<file path="src/rtl/ff_lab_pkg.sv">
// Shared types and sizes for the D flip-flop lab exerciser.
package ff_lab_pkg;

    typedef enum logic [1:0] {IDLE, LOW, HIGH, DONE} state_e;

    localparam int NSTEPS = 16;
    localparam int STEP_W = 4;
    localparam int ERR_W  = 5;

    typedef logic [STEP_W-1:0] step_t;
    typedef logic [ERR_W-1:0]  err_t;

endpackage

</file>
<file path="src/rtl/ff_exerciser_phase_timer.sv">
// Half-period down-counter for the generated flip-flop clock.
// k_o counts up from 0 within a phase; tc_o marks the last cycle of the phase.
module phase_timer #(
    parameter int DIV = 4,
    parameter int KW  = $clog2(DIV)
) (
    input  logic          clk_i,
    input  logic          clear_i,
    input  logic          load_i,
    output logic [KW-1:0] k_o,
    output logic          tc_o
);

    logic [KW-1:0] cnt_q, cnt_d;

    always_comb begin
        cnt_d = cnt_q;
        if (load_i)
            cnt_d = KW'(DIV - 1);
        else if (cnt_q != '0)
            cnt_d = cnt_q - KW'(1);
    end

    always_ff @(posedge clk_i) begin
        if (clear_i)
            cnt_q <= '0;
        else
            cnt_q <= cnt_d;
    end

    assign tc_o = (cnt_q == '0);
    assign k_o  = KW'(DIV - 1) - cnt_q;

endmodule

</file>
<file path="src/rtl/ff_exerciser.sv">
// Stimulus generator and response checker for the D flip-flop lab block:
// plays a 16-step data pattern against a generated clock and scores out/notout.
module ff_exerciser
    import ff_lab_pkg::*;
#(
    parameter int          DIV     = 4,
    parameter logic [15:0] PATTERN = 16'hA5C3
) (
    input  logic             clockpulse,
    input  logic             clear,
    input  logic             start,
    input  logic             out,
    input  logic             notout,
    output logic             dut_cp,
    output logic             dut_data,
    output logic             busy,
    output logic             done,
    output logic             pass,
    output logic [ERR_W-1:0] error_count,
    output logic [STEP_W-1:0] step,
    output logic [STEP_W-1:0] first_fail_step
);

    localparam int KW   = $clog2(DIV);
    localparam int HALF = DIV / 2;

    state_e        state_q, state_d;
    logic          cp_q, cp_d;
    logic          data_q, data_d;
    logic          busy_q, busy_d;
    logic          done_q, done_d;
    logic          pass_q, pass_d;
    err_t          err_q, err_d;
    step_t         step_q, step_d;
    step_t         ffs_q, ffs_d;
    logic          fail_a_q, fail_a_d;

    logic [KW-1:0] k;
    logic          tc;
    logic          timer_load;
    logic          start_ok;
    logic          exp_bit;
    logic          match;
    logic          check_a;
    logic          check_b;
    step_t         next_step;

    assign start_ok   = (state_q == IDLE || state_q == DONE) && start;
    assign timer_load = start_ok || ((state_q == LOW || state_q == HIGH) && tc);

    phase_timer #(.DIV(DIV), .KW(KW)) u_timer (
        .clk_i   (clockpulse),
        .clear_i (clear),
        .load_i  (timer_load),
        .k_o     (k),
        .tc_o    (tc)
    );

    assign exp_bit   = PATTERN[step_q];
    assign match     = (out == exp_bit) && (notout == ~exp_bit);
    assign check_a   = (state_q == HIGH) && (k == KW'(HALF - 1));
    assign check_b   = (state_q == HIGH) && tc;
    assign next_step = step_q + STEP_W'(1);

    // NOTE: clear is synchronous, so it lives inside the clocked block rather
    // than in the sensitivity list; every register returns to zero on that edge.
    always_ff @(posedge clockpulse) begin
        if (clear) begin
            state_q  <= IDLE;
            cp_q     <= 1'b0;
            data_q   <= 1'b0;
            busy_q   <= 1'b0;
            done_q   <= 1'b0;
            pass_q   <= 1'b0;
            err_q    <= '0;
            step_q   <= '0;
            ffs_q    <= '0;
            fail_a_q <= 1'b0;
        end else begin
            state_q  <= state_d;
            cp_q     <= cp_d;
            data_q   <= data_d;
            busy_q   <= busy_d;
            done_q   <= done_d;
            pass_q   <= pass_d;
            err_q    <= err_d;
            step_q   <= step_d;
            ffs_q    <= ffs_d;
            fail_a_q <= fail_a_d;
        end
    end

    always_comb begin
        state_d = state_q;
        unique case (state_q)
            IDLE, DONE: if (start) state_d = LOW;
            LOW:        if (tc)    state_d = HIGH;
            HIGH: begin
                if (tc)
                    state_d = (step_q == STEP_W'(NSTEPS - 1)) ? DONE : LOW;
            end
            default:    state_d = IDLE;
        endcase
    end

    // NOTE: every _d gets a default before the case so no path leaves a
    // variable unassigned, which would otherwise infer a latch.
    always_comb begin
        cp_d     = (state_d == HIGH);
        busy_d   = (state_d == LOW) || (state_d == HIGH);
        done_d   = (state_d == DONE);
        data_d   = data_q;
        pass_d   = pass_q;
        err_d    = err_q;
        step_d   = step_q;
        ffs_d    = ffs_q;
        fail_a_d = fail_a_q;

        if (start_ok) begin
            data_d   = PATTERN[0];
            pass_d   = 1'b0;
            err_d    = '0;
            step_d   = '0;
            ffs_d    = '0;
            fail_a_d = 1'b0;
        end else if (state_q == HIGH) begin
            if (check_a && !match)
                fail_a_d = 1'b1;
            if (check_b) begin
                // One increment per step no matter which checks failed.
                if (fail_a_q || !match) begin
                    err_d = err_q + ERR_W'(1);
                    if (err_q == '0)
                        ffs_d = step_q;
                end
                fail_a_d = 1'b0;
                if (step_q == STEP_W'(NSTEPS - 1)) begin
                    data_d = 1'b0;
                    pass_d = (err_d == '0);
                end else begin
                    step_d = next_step;
                    data_d = PATTERN[next_step];
                end
            end else begin
                // Invert data for the second half of the high phase.
                data_d = (k >= KW'(HALF - 1)) ? ~exp_bit : exp_bit;
            end
        end
    end

    assign dut_cp          = cp_q;
    assign dut_data        = data_q;
    assign busy            = busy_q;
    assign done            = done_q;
    assign pass            = pass_q;
    assign error_count     = err_q;
    assign step            = step_q;
    assign first_fail_step = ffs_q;

endmodule

</file>
<file path="config.mk">
export PLATFORM = sky130hd
export DESIGN_NAME = ff_exerciser
export DESIGN_NICKNAME = d
export VERILOG_FILES = /design/src/rtl/ff_lab_pkg.sv /design/src/rtl/ff_exerciser_phase_timer.sv /design/src/rtl/ff_exerciser.sv
export SDC_FILE = /design/constraint.sdc
export NUM_CORES = 1
export LEC_CHECK = 0
export BUFFER_PORTS_ARGS = -buffer_cell sky130_fd_sc_hd__buf_2
export CORE_ASPECT_RATIO = 0.5
export CORE_MARGIN = 2
export CORE_UTILIZATION = 40
export DETAILED_ROUTE_END_ITERATION = 8
export SYNTH_ARGS = -nofsm -noshare
export SYNTH_HDL_FRONTEND = slang
export SYNTH_SLANG_ARGS = --single-unit
</file>
<file path="constraint.sdc">
create_clock -name clockpulse -period 5.1 [get_ports clockpulse]
set_clock_uncertainty 0.15 [all_clocks]
set_input_delay 0.51 -clock clockpulse [delete_from_list [all_inputs] [get_ports clockpulse]]
set_output_delay 0.51 -clock clockpulse [all_outputs]
set_load 0.02 [all_outputs]
</file>
# After elaboration in Yosys (flattened, before gate mapping)
# Memory sizes are Yosys's and may differ from the RTL's. A register that Yosys moved wholly into a read port is not among the register bits.
# Cells that the tools add are included.
[classes]
add_sub_neg = 4
n_lt_le_gt_ge = 3
eq_ne = 10
mux = 22
bitwise = 2
n_reduce_logical = 27
[op_table]
columns = ["cell", "count"]
rows = [
  ["5-bit two-way mux", 4],
  ["2-bit two-way mux", 6],
  ["5-bit zero test", 2],
  ["4-bit by 5-bit less-than comparator with 1-bit output (second input constant)", 2],
  ["1-bit two-way mux", 9],
  ["2-bit == test (second input constant)", 4],
  ["4-bit two-way mux", 2],
  ["2-bit nonzero test", 4],
  ["2-bit by 1-bit == test with 1-bit output (second input constant)", 3],
  ["1-bit logical AND", 6],
  ["2-bit case mux with 3 select lines", 1],
  ["3-bit AND reduction", 2],
  ["5-bit by 1-bit adder with 5-bit output (second input constant)", 1],
  ["1-bit logical OR", 5],
  ["4-bit by 1-bit adder with 4-bit output (second input constant)", 1],
  ["4-bit == test (second input constant)", 1],
  ["2-bit zero test", 2],
  ["2-bit AND reduction", 2],
  ["4-bit AND reduction", 1],
  ["2-bit OR reduction", 2],
  ["1-bit == test", 2],
  ["2-bit by 1-bit >= comparator with 1-bit output (second input constant)", 1],
  ["1-bit inverter", 2],
  ["2-bit by 1-bit subtractor with 2-bit output (second input constant)", 1],
  ["other kinds (2)", 2],
]
[word_totals]
register_bits = 23
rom_bits = 32
inputBits = 5
output_inout_bits = 18
wordCells = 81
memories = 2
[mem_list]
columns = ["memory", "depth", "word_bits", "rd", "rd_ports_with_merged_regs", "write_ports", "line", "rtl"]
rows = [
  ["(no name shown)", 16, 1, 1, 0, 0, "ff_exerciser.sv:142", "data_d = PATTERN[next_step];"],
  ["(no name shown)", 16, 1, 1, 1, 0, "ff_exerciser.sv:59", "assign exp_bit = PATTERN[step_q];"],
]

# Depth between registers and ports, before layout
# Gate-level depths: netlist (run 1).
[logic_depth]
depth_word = 12
depth_mapped = 8
depth_no_buf = 8

# Hierarchy
# From an unflattened synthesis (run 1), not the netlist that was laid out.
[hier_totals]
hier_cells = 143
hier_area_um2 = 1302.5
[by_module_without_submodules]
columns = ["module", "n_inst", "cells_per_inst", "area_per_inst_um2", "seq_area_each_um2"]
rows = [
  ["ff_exerciser", 1, 133, 1206.2, 440.4],
  ["phase_timer", 1, 10, 96.3, 40.0],
]

# Worst setup path before layout (run 1)
# No wires, ideal clock.
[synth_timing]
path_kind = "register to register"
from = "register step_q[0], in the netlist step[0]"
to = "register busy_q, in the netlist busy"
arrival_time_ps = 1797
required_ps = 4836
slack_ps = 3039
path_stages_with_launch = 8
path_buffers = 0
synth_period_minus_slack_ps = 2061
path_cell_list = "dfxtp_1 ha_1 nand3_1 nand2_1 a21oi_1 o31ai_1 ha_1 nor2b_1"
[synth_via]
elab_chain_cells = 6
[synth_lines]
columns = ["item", "line", "rtl"]
rows = [
  ["start, declared", "ff_exerciser.sv:34", "step_t step_q, step_d;"],
  ["start signal, assigned", "ff_exerciser.sv:87", "step_q <= step_d;"],
  ["4-bit == test (*)", "ff_exerciser.sv:100", "state_d = (step_q == STEP_W'(NSTEPS - 1)) ? DONE : LOW;"],
  ["2-bit two-way mux (*)", "ff_exerciser.sv:100", ""],
  ["2-bit two-way mux (*)", "ff_exerciser.sv:99", "if (tc)"],
  ["2-bit case mux with 3 select lines (*)", "ff_exerciser.sv:95", "unique case (state_q)"],
  ["named net state_d[1]", "ff_exerciser.sv:27", "state_e state_q, state_d;"],
  ["2-bit by 1-bit == test with 1-bit output or 2-bit == test (tied branches)", "ff_exerciser.sv:110", "busy_d = (state_d == LOW) || (state_d == HIGH);"],
  ["1-bit logical OR (*)", "ff_exerciser.sv:110", ""],
  ["named net busy_d", "ff_exerciser.sv:30", "logic busy_q, busy_d;"],
  ["end signal, assigned", "ff_exerciser.sv:83", "busy_q <= busy_d;"],
  ["end, declared", "ff_exerciser.sv:30", ""],
]
# The timed path passes the listed nets; every way through them passes the cells marked *.
# A chain may end at the register's enable or synchronous reset.

==> results of run 1 <==
[critical path, cell delays in order, from the launching register on]
cell      delay, ps
dfxtp_1         370
inv_1            60
ha_1            370
nand2_1         200
nand2b_1        380
nor3_1          400
mux2i_1         260
xor2_1          160
[path summary, 6_finish.rpt]
check,end,start,cells after the start
worst max-delay path,exp_bit,state_q[0],7
worst min-delay path,first_fail_step[1],first_fail_step[1],2
worst min register to register,first_fail_step[1],first_fail_step[1],2
worst max register to register,exp_bit,state_q[0],7
[layout by cell type, fill, tap and decap left out, types with 2 or more instances in the layout]
cell type	n
a211oi_2	2
a21oi_1	11
a31oi_1	2
and3_1	2
buf_2	22
clkbuf_8	3
dfxtp_1	24
ha_1	10
inv_1	9
mux2i_1	5
nand2_1	8
nand3_1	8
nand3b_1	2
nor2_1	14
nor2b_1	4
nor3_1	5
nor4_1	2
o21ai_0	5
o31ai_1	2
or3_1	2
xnor2_1	4
xor2_1	3
[cell type report]
class	count	area, um^2	area share (%)
clock inverter	1	30.0	2.04
timing repair buffer	22	110	7.48
inverter	9	33.8	2.30
sequential	24	480	32.7
clock buffer	3	41.3	2.81
multi-input combinational	107	726	49.3
tap	40	50.0	3.40
[power by group]
group	switching (mW)	internal, mW	total (mW)	leakage, nW
Clock	0.0617	0.105	0.167	0.0357
Combinational	0.0442	0.0267	0.0709	0.399
Sequential	0.00629	0.197	0.203	0.195
[cell usage after synthesis, drive strengths merged (3+ instances only)]
cell type | n | share of area [%]
ha | 10 | 10
a211oi | 3 | 2.6
nor2 | 14 | 4.2
nor2b | 4 | 2.0
nand2 | 8 | 2.4
xor2 | 3 | 2.1
mux2i | 5 | 4.0
dfxtp | 24 | 38
nand3 | 8 | 3.2
inv | 9 | 2.7
a21oi | 12 | 5.1
o21ai | 5 | 2.0
nor3 | 5 | 2.0
xnor2 | 4 | 2.8
[per-layer routing]
| layer | wire length [um] | global-route usage (%) | vias to the layer above | part of all wire [%] |
|---|---|---|---|---|
| met1 | 1260 | 19.7 | 490 | 51 |
| li1 | - | - | 558 | - |
| met4 | 0 | 2.95 | 0 | 0 |
| met5 | 0 | 0 | - | 0 |
| met2 | 1110 | 25.5 | 16 | 45 |
| met3 | 82 | 4.57 | 0 | 3.3 |
[kinds of logic after synthesis]
logic type	count (synthesis)	synth area share [%]
AO/OA/AOI/OAI	32	17.1
multiplexers	5	3.99
AND/OR/NAND/NOR	53	22.0
XOR/XNOR	7	4.89
adder cells (fa/ha/maj)	10	9.98
flip-flops	24	38.3
buffers and inverters	12	3.79
[flip-flops by register name, indices dropped and copies added, names as in the netlist]
register	flops
u_timer.cnt_q	2
state_q	2
done	1
exp_bit	1
fail_a_q	1
dut_cp	1
dut_data	1
first_fail_step	4
error_count	5
pass	1
busy	1
step	4
==> summary.txt, run 1 <==
Synth Cell Area - 1250 um^2
core footprint - 3000 um^2
vias in the first global route - 996
Post-synth EDFFs - 0
async set or reset register ratio after synthesis - 0%
TritonCTS clock tree - done
Worst-path clk slew - 90 ps
critical path endpoint category - flop
Max Fclk - 418 MHz
Post-Route WL - 2.46 mm
area delta synth->final - 17.4%
Ant. Diodes - 0
FILL cells - 302
worst-margin pin slew - 625 ps
Setup violations, final - 0
Final #Nets - 182
ys flop type - dfxtp_1
yosys warns - 0
Leakage Power - 0.630 nW
CTS hold repair buffers - 0
Crit Path Category - reg2reg
initial drt markers - 46
Detail Route Antenna Nets - 0
row count - 14
clk root buf - clkbuf_8
Starting Density - 41.9%
CTS Buffer Depth - 2
share of layout cells above drive strength 1 - 18.7%
syn_nets - 158
Worst EP arrival - 2450 ps
vias per cell - 5.17
worst setup margin - 2710 ps
largest net degree at the start of global routing - 16
DP Area - 1400 um^2
Setup Fix Bufs, Post-CTS - 0
Synth Register Bits - 24
Setup TNS - 0 ps
final hold violation count - 0
Pwr Total - 441 uW
Ports - 23
status - finished, final reports clean
final critical-path required period - 2390 ps
Clock Sinks - 24
CP required - 5160 ps
max-cap viol count - 0
H-tree Lvls - 1
fin cells - 206
design area - 1470 um^2
clk_lat worst skew - 270 ps
Synth cell types - 38
post-DP HPWL - 1.86 mm
Die X-Extent - 83.2 um
HP Class - reg2reg
first-pass GRT wire length - 4.41 mm
power per cell area - 299 nW/um^2
fin util - 49.1%
drc violations - 0
worst vdd ir - 0.000125 V
Min Hold Slack - 345 ps
TritonRoute pass-1 iters - 4
syn_area_per_cell - 8.77 um^2
Die ar. - 3630 um^2
total number of vias - 1064
Placed Cells - 202
TritonCTS Buffers - 3
die height - 43.6 um
Seq/Total Area, Yosys - 38.3%
GP Congestion - 0.800
Worst setup SP type - flop
Avg WL per Cell - 11.9 um
Final Max Tran Viols - 0
total gr overflow - 0
Overall Global Routing Usage - 15.1%
Mapped Cells - 143
RSZ-0062 raised after global routing - no
PortBufs - 22
Rel. slew slack - 58.3%
fin crit share - 46.9%
initial antenna violation count - 0
Max FO, Critical Path - 15
pre-CTS WS - 2690 ps
Resized Gates After CTS - 0
R2R Setup Slk - 2710 ps
Note: power is estimated with default switching activity, not from simulation.
==> run 2: changes to the inputs <==
--- a/config.mk
+++ b/config.mk
@@ -5,6 +5,7 @@
 export SDC_FILE = /design/constraint.sdc
 export NUM_CORES = 1
 export LEC_CHECK = 0
+export ABC_AREA = 1
 export BUFFER_PORTS_ARGS = -buffer_cell sky130_fd_sc_hd__buf_2
 export CORE_ASPECT_RATIO = 0.5
 export CORE_MARGIN = 2
==> constraint.sdc (replaced) <==
create_clock -name clockpulse -period 2.48 [get_ports clockpulse]
set_clock_uncertainty 0.15 [all_clocks]
set_input_delay 0.248 -clock clockpulse [delete_from_list [all_inputs] [get_ports clockpulse]]
set_output_delay 0.248 -clock clockpulse [all_outputs]
set_load 0.02 [all_outputs]
==> run 2 against run 1 <==
Net effect: flip-flop and latch count is the same; via count up 8.2%; setup slack worse by 2200 ps; design area rose by 3.0%; synthesized cell count up 28%; die area is 6.7% higher; first-iteration DRC count decreased by 33%; clock power grew 36%; utilization decreased by 0.25 points; combinational power rose to 3.5 times the previous value; register-to-register slack got worse by 2200 ps.
==> summary.txt, run 2 <==
Leakage Power - 0.746 nW (+18%)
Worst setup SP type - flop
commonest non-fill, non-tap cell in the layout - nand2_1
share of layout cells above drive strength 1 - 17.1% (-1.6 points)
final critical-path required period - 2000 ps (-389 ps)
Seq. cell area - 480 um^2 (unchanged)
Rel. slew slack - 78.2% (+20 points)
commonest cells after routing, fill and taps aside - nand2_1, inv_1, dfxtp_1, buf_2, nor2_1
die height - 45.0 um (+3.2%)
worst r2r dst - busy
Detail Route Antenna Nets - 0 (unchanged)
Resized Gates After CTS - 0 (unchanged)
Ports - 23 (unchanged)
RSZ-0062 raised after global routing - no
worst-case reg-to-reg path depth - 9 (+2)
largest net degree at the start of global routing - 13 (-3)
total gr overflow - 0 (unchanged)
PortBufs - 22 (unchanged)
TritonRoute pass-1 iters - 4 (unchanged)
Synth cell types - 28 (-26%)
drc violations - 0 (unchanged)
R2R Setup Slk - 480 ps (-2230 ps)
vias per cell - 4.70 (-9.0%)
fin crit share - 80.7% (+34 points)
Final #Nets - 222 (+22%)
core footprint - 3100 um^2 (+3.5%)
top-count cell post-synth - nand2_1
top post-synthesis cells by area - dfxtp_1, nand2_1, ha_1, inv_1, a21oi_1
initial antenna violation count - 0 (unchanged)
ys flop type - dfxtp_1
first-pass GRT wire length - 4.57 mm (+3.6%)
Die ar. - 3870 um^2 (+6.7%)
syn_area_per_cell - 7.34 um^2 (-16%)
initial drt markers - 31 (-33%)
Starting Density - 43.3% (+1.5 points)
vias in the first global route - 1055 (+5.9%)
Crit Path Category - reg2reg
TritonCTS Buffers - 3 (unchanged)
worst-margin pin slew - 324 ps (-301 ps)
Max FO, Critical Path - 7 (-8)
Placed Cells - 242 (+20%)
critical path endpoint category - flop
worst vdd ir - 0.000384 V (+210%)
max-cap viol count - 0 (unchanged)
Critical R2R Launch - u_timer.cnt_q[0]
Avg WL per Cell - 10.5 um (-12%)
FILL cells - 329 (+8.9%)
GP Congestion - 0.775 (-3.2%)
Die X-Extent - 86.0 um (+3.4%)
Post-Route WL - 2.58 mm (+5.3%)
Critical path origin - u_timer.cnt_q[0]
Setup TNS - 0 ps (unchanged)
Clock Sinks - 24 (unchanged)
Min Hold Slack - 106 ps (-239 ps)
share of the synthesized area in the top cell type - 35.8% (-2.6 points)
fin cells - 245 (+19%)
fin util - 48.9% (-0.25 points)
Final Max Tran Viols - 0 (unchanged)
Max Fclk - 499 MHz (+19%)
Synth Register Bits - 24 (unchanged)
row count - 14 (unchanged)
Synth Cell Area - 1340 um^2 (+7.2%)
Ant. Diodes - 0 (unchanged)
max reg flops - 5 (unchanged)
final hold violation count - 0 (unchanged)
Worst EP arrival - 2010 ps (-440 ps)
clk root buf - clkbuf_8
area delta synth->final - 12.8%
Yosys top cell by area - dfxtp_1
yosys warns - 0 (unchanged)
top cells by count, synth - nand2_1, inv_1, dfxtp_1
Post-synth EDFFs - 0 (unchanged)
HP Class - in2reg
worst setup path endpoint - busy
Mapped Cells - 183 (+28%)
TritonCTS clock tree - done
syn_nets - 198 (+25%)
CP required - 2490 ps (-2670 ps)
Setup violations, final - 0 (unchanged)
Worst-path clk slew - 80 ps (about the same)
clk_lat worst skew - 260 ps (about the same)
power per cell area - 602 nW/um^2 (+100%)
min-delay src - clear
H-tree Lvls - 1 (unchanged)
total number of vias - 1151 (+8.2%)
Setup Fix Bufs, Post-CTS - 0 (unchanged)
CTS Buffer Depth - 2 (unchanged)
status - finished, final reports clean
Seq/Total Area, Yosys - 35.8% (-2.6 points)
Overall Global Routing Usage - 15.1% (+0.045 points)
area occupied by multi-input gates - 708 um^2 (-2.4%)
post-DP HPWL - 2.00 mm (+7.5%)
async set or reset register ratio after synthesis - 0% (unchanged)
CTS hold repair buffers - 0 (unchanged)
==> run 2: cell types whose count changed in the layout (fill, tap and decap cells not counted), moves of 3 or more <==
cell	before	now
nand2_1	8	43
inv_1	9	31
mux2i_1	5	0
nand4_1	0	5
nor2b_1	4	0
nor3_1	5	1
o22ai_1	0	4
nand3_1	8	11
==> run 2: through the flow <==
step	setup WS (ps)	total power, mW	instance area [um^2]
6_report	477	0.912	1520
2_1_floorplan	659	0.655	1340
5_1_grt	282	0.986	1520
4_1_cts	483	0.923	1520
3_5_place_dp	510	0.694	1470
3_3_place_gp	576	0.689	1470
==> run 2: worst min-delay path by stage <==
stage,to,slack [ps],cells after the start
finish,state_q[1],110,2
CTS,u_timer.cnt_q[0],110,2
detailed placement,first_fail_step[1],310,2
global placement,first_fail_step[1],300,2
floorplan,dut_data,280,2
global route,u_timer.cnt_q[0],120,2
==> run 2: metal layers <==
metal  vias to the layer above  routed length [um]  GRT usage (%)
met4                         0                  14           2.86
met5                         -                   0              0
met1                       503                1390           20.3
li1                        625                   -              -
met3                         2                 120           4.94
met2                        21                1060           24.5
==> run 2: where the power goes <==
| group | total, mW | internal [mW] | leakage [nW] | switching [mW] |
|---|---|---|---|---|
| clock | 0.227 | 0.109 | 0.0216 | 0.118 |
| combinational | 0.245 | 0.0915 | 0.529 | 0.153 |
| sequential | 0.440 | 0.417 | 0.195 | 0.0227 |
==> run 2: cell type report <==
| cell class | count | area share [%] |
|---|---|---|
| well taps | 40 | 3.30 |
| inverters | 33 | 8.26 |
| repair buffers | 22 | 7.27 |
| flip-flops and latches | 24 | 31.7 |
| multi-input cells | 123 | 46.7 |
| clock buffers | 3 | 2.73 |
==> run 2: logic make-up after synthesis <==
family | Yosys count | share of synthesized area (%)
XOR/XNOR | 7 | 4.56
AO/OA/AOI/OAI | 27 | 12.8
buffers and inverters | 36 | 11.5
adder cells (fa/ha/maj) | 10 | 9.31
AND/OR/NAND/NOR | 79 | 26.1
flip-flops | 24 | 35.8
==> run 2: critical path, cell delays in order (launching register included) <==
cell,delay (ps)
dfxtp_1,390
inv_1,80
ha_1,310
inv_1,110
o21ai_0,100
o21ai_0,300
inv_1,80
ha_1,290
inv_1,50
nor2_1,30
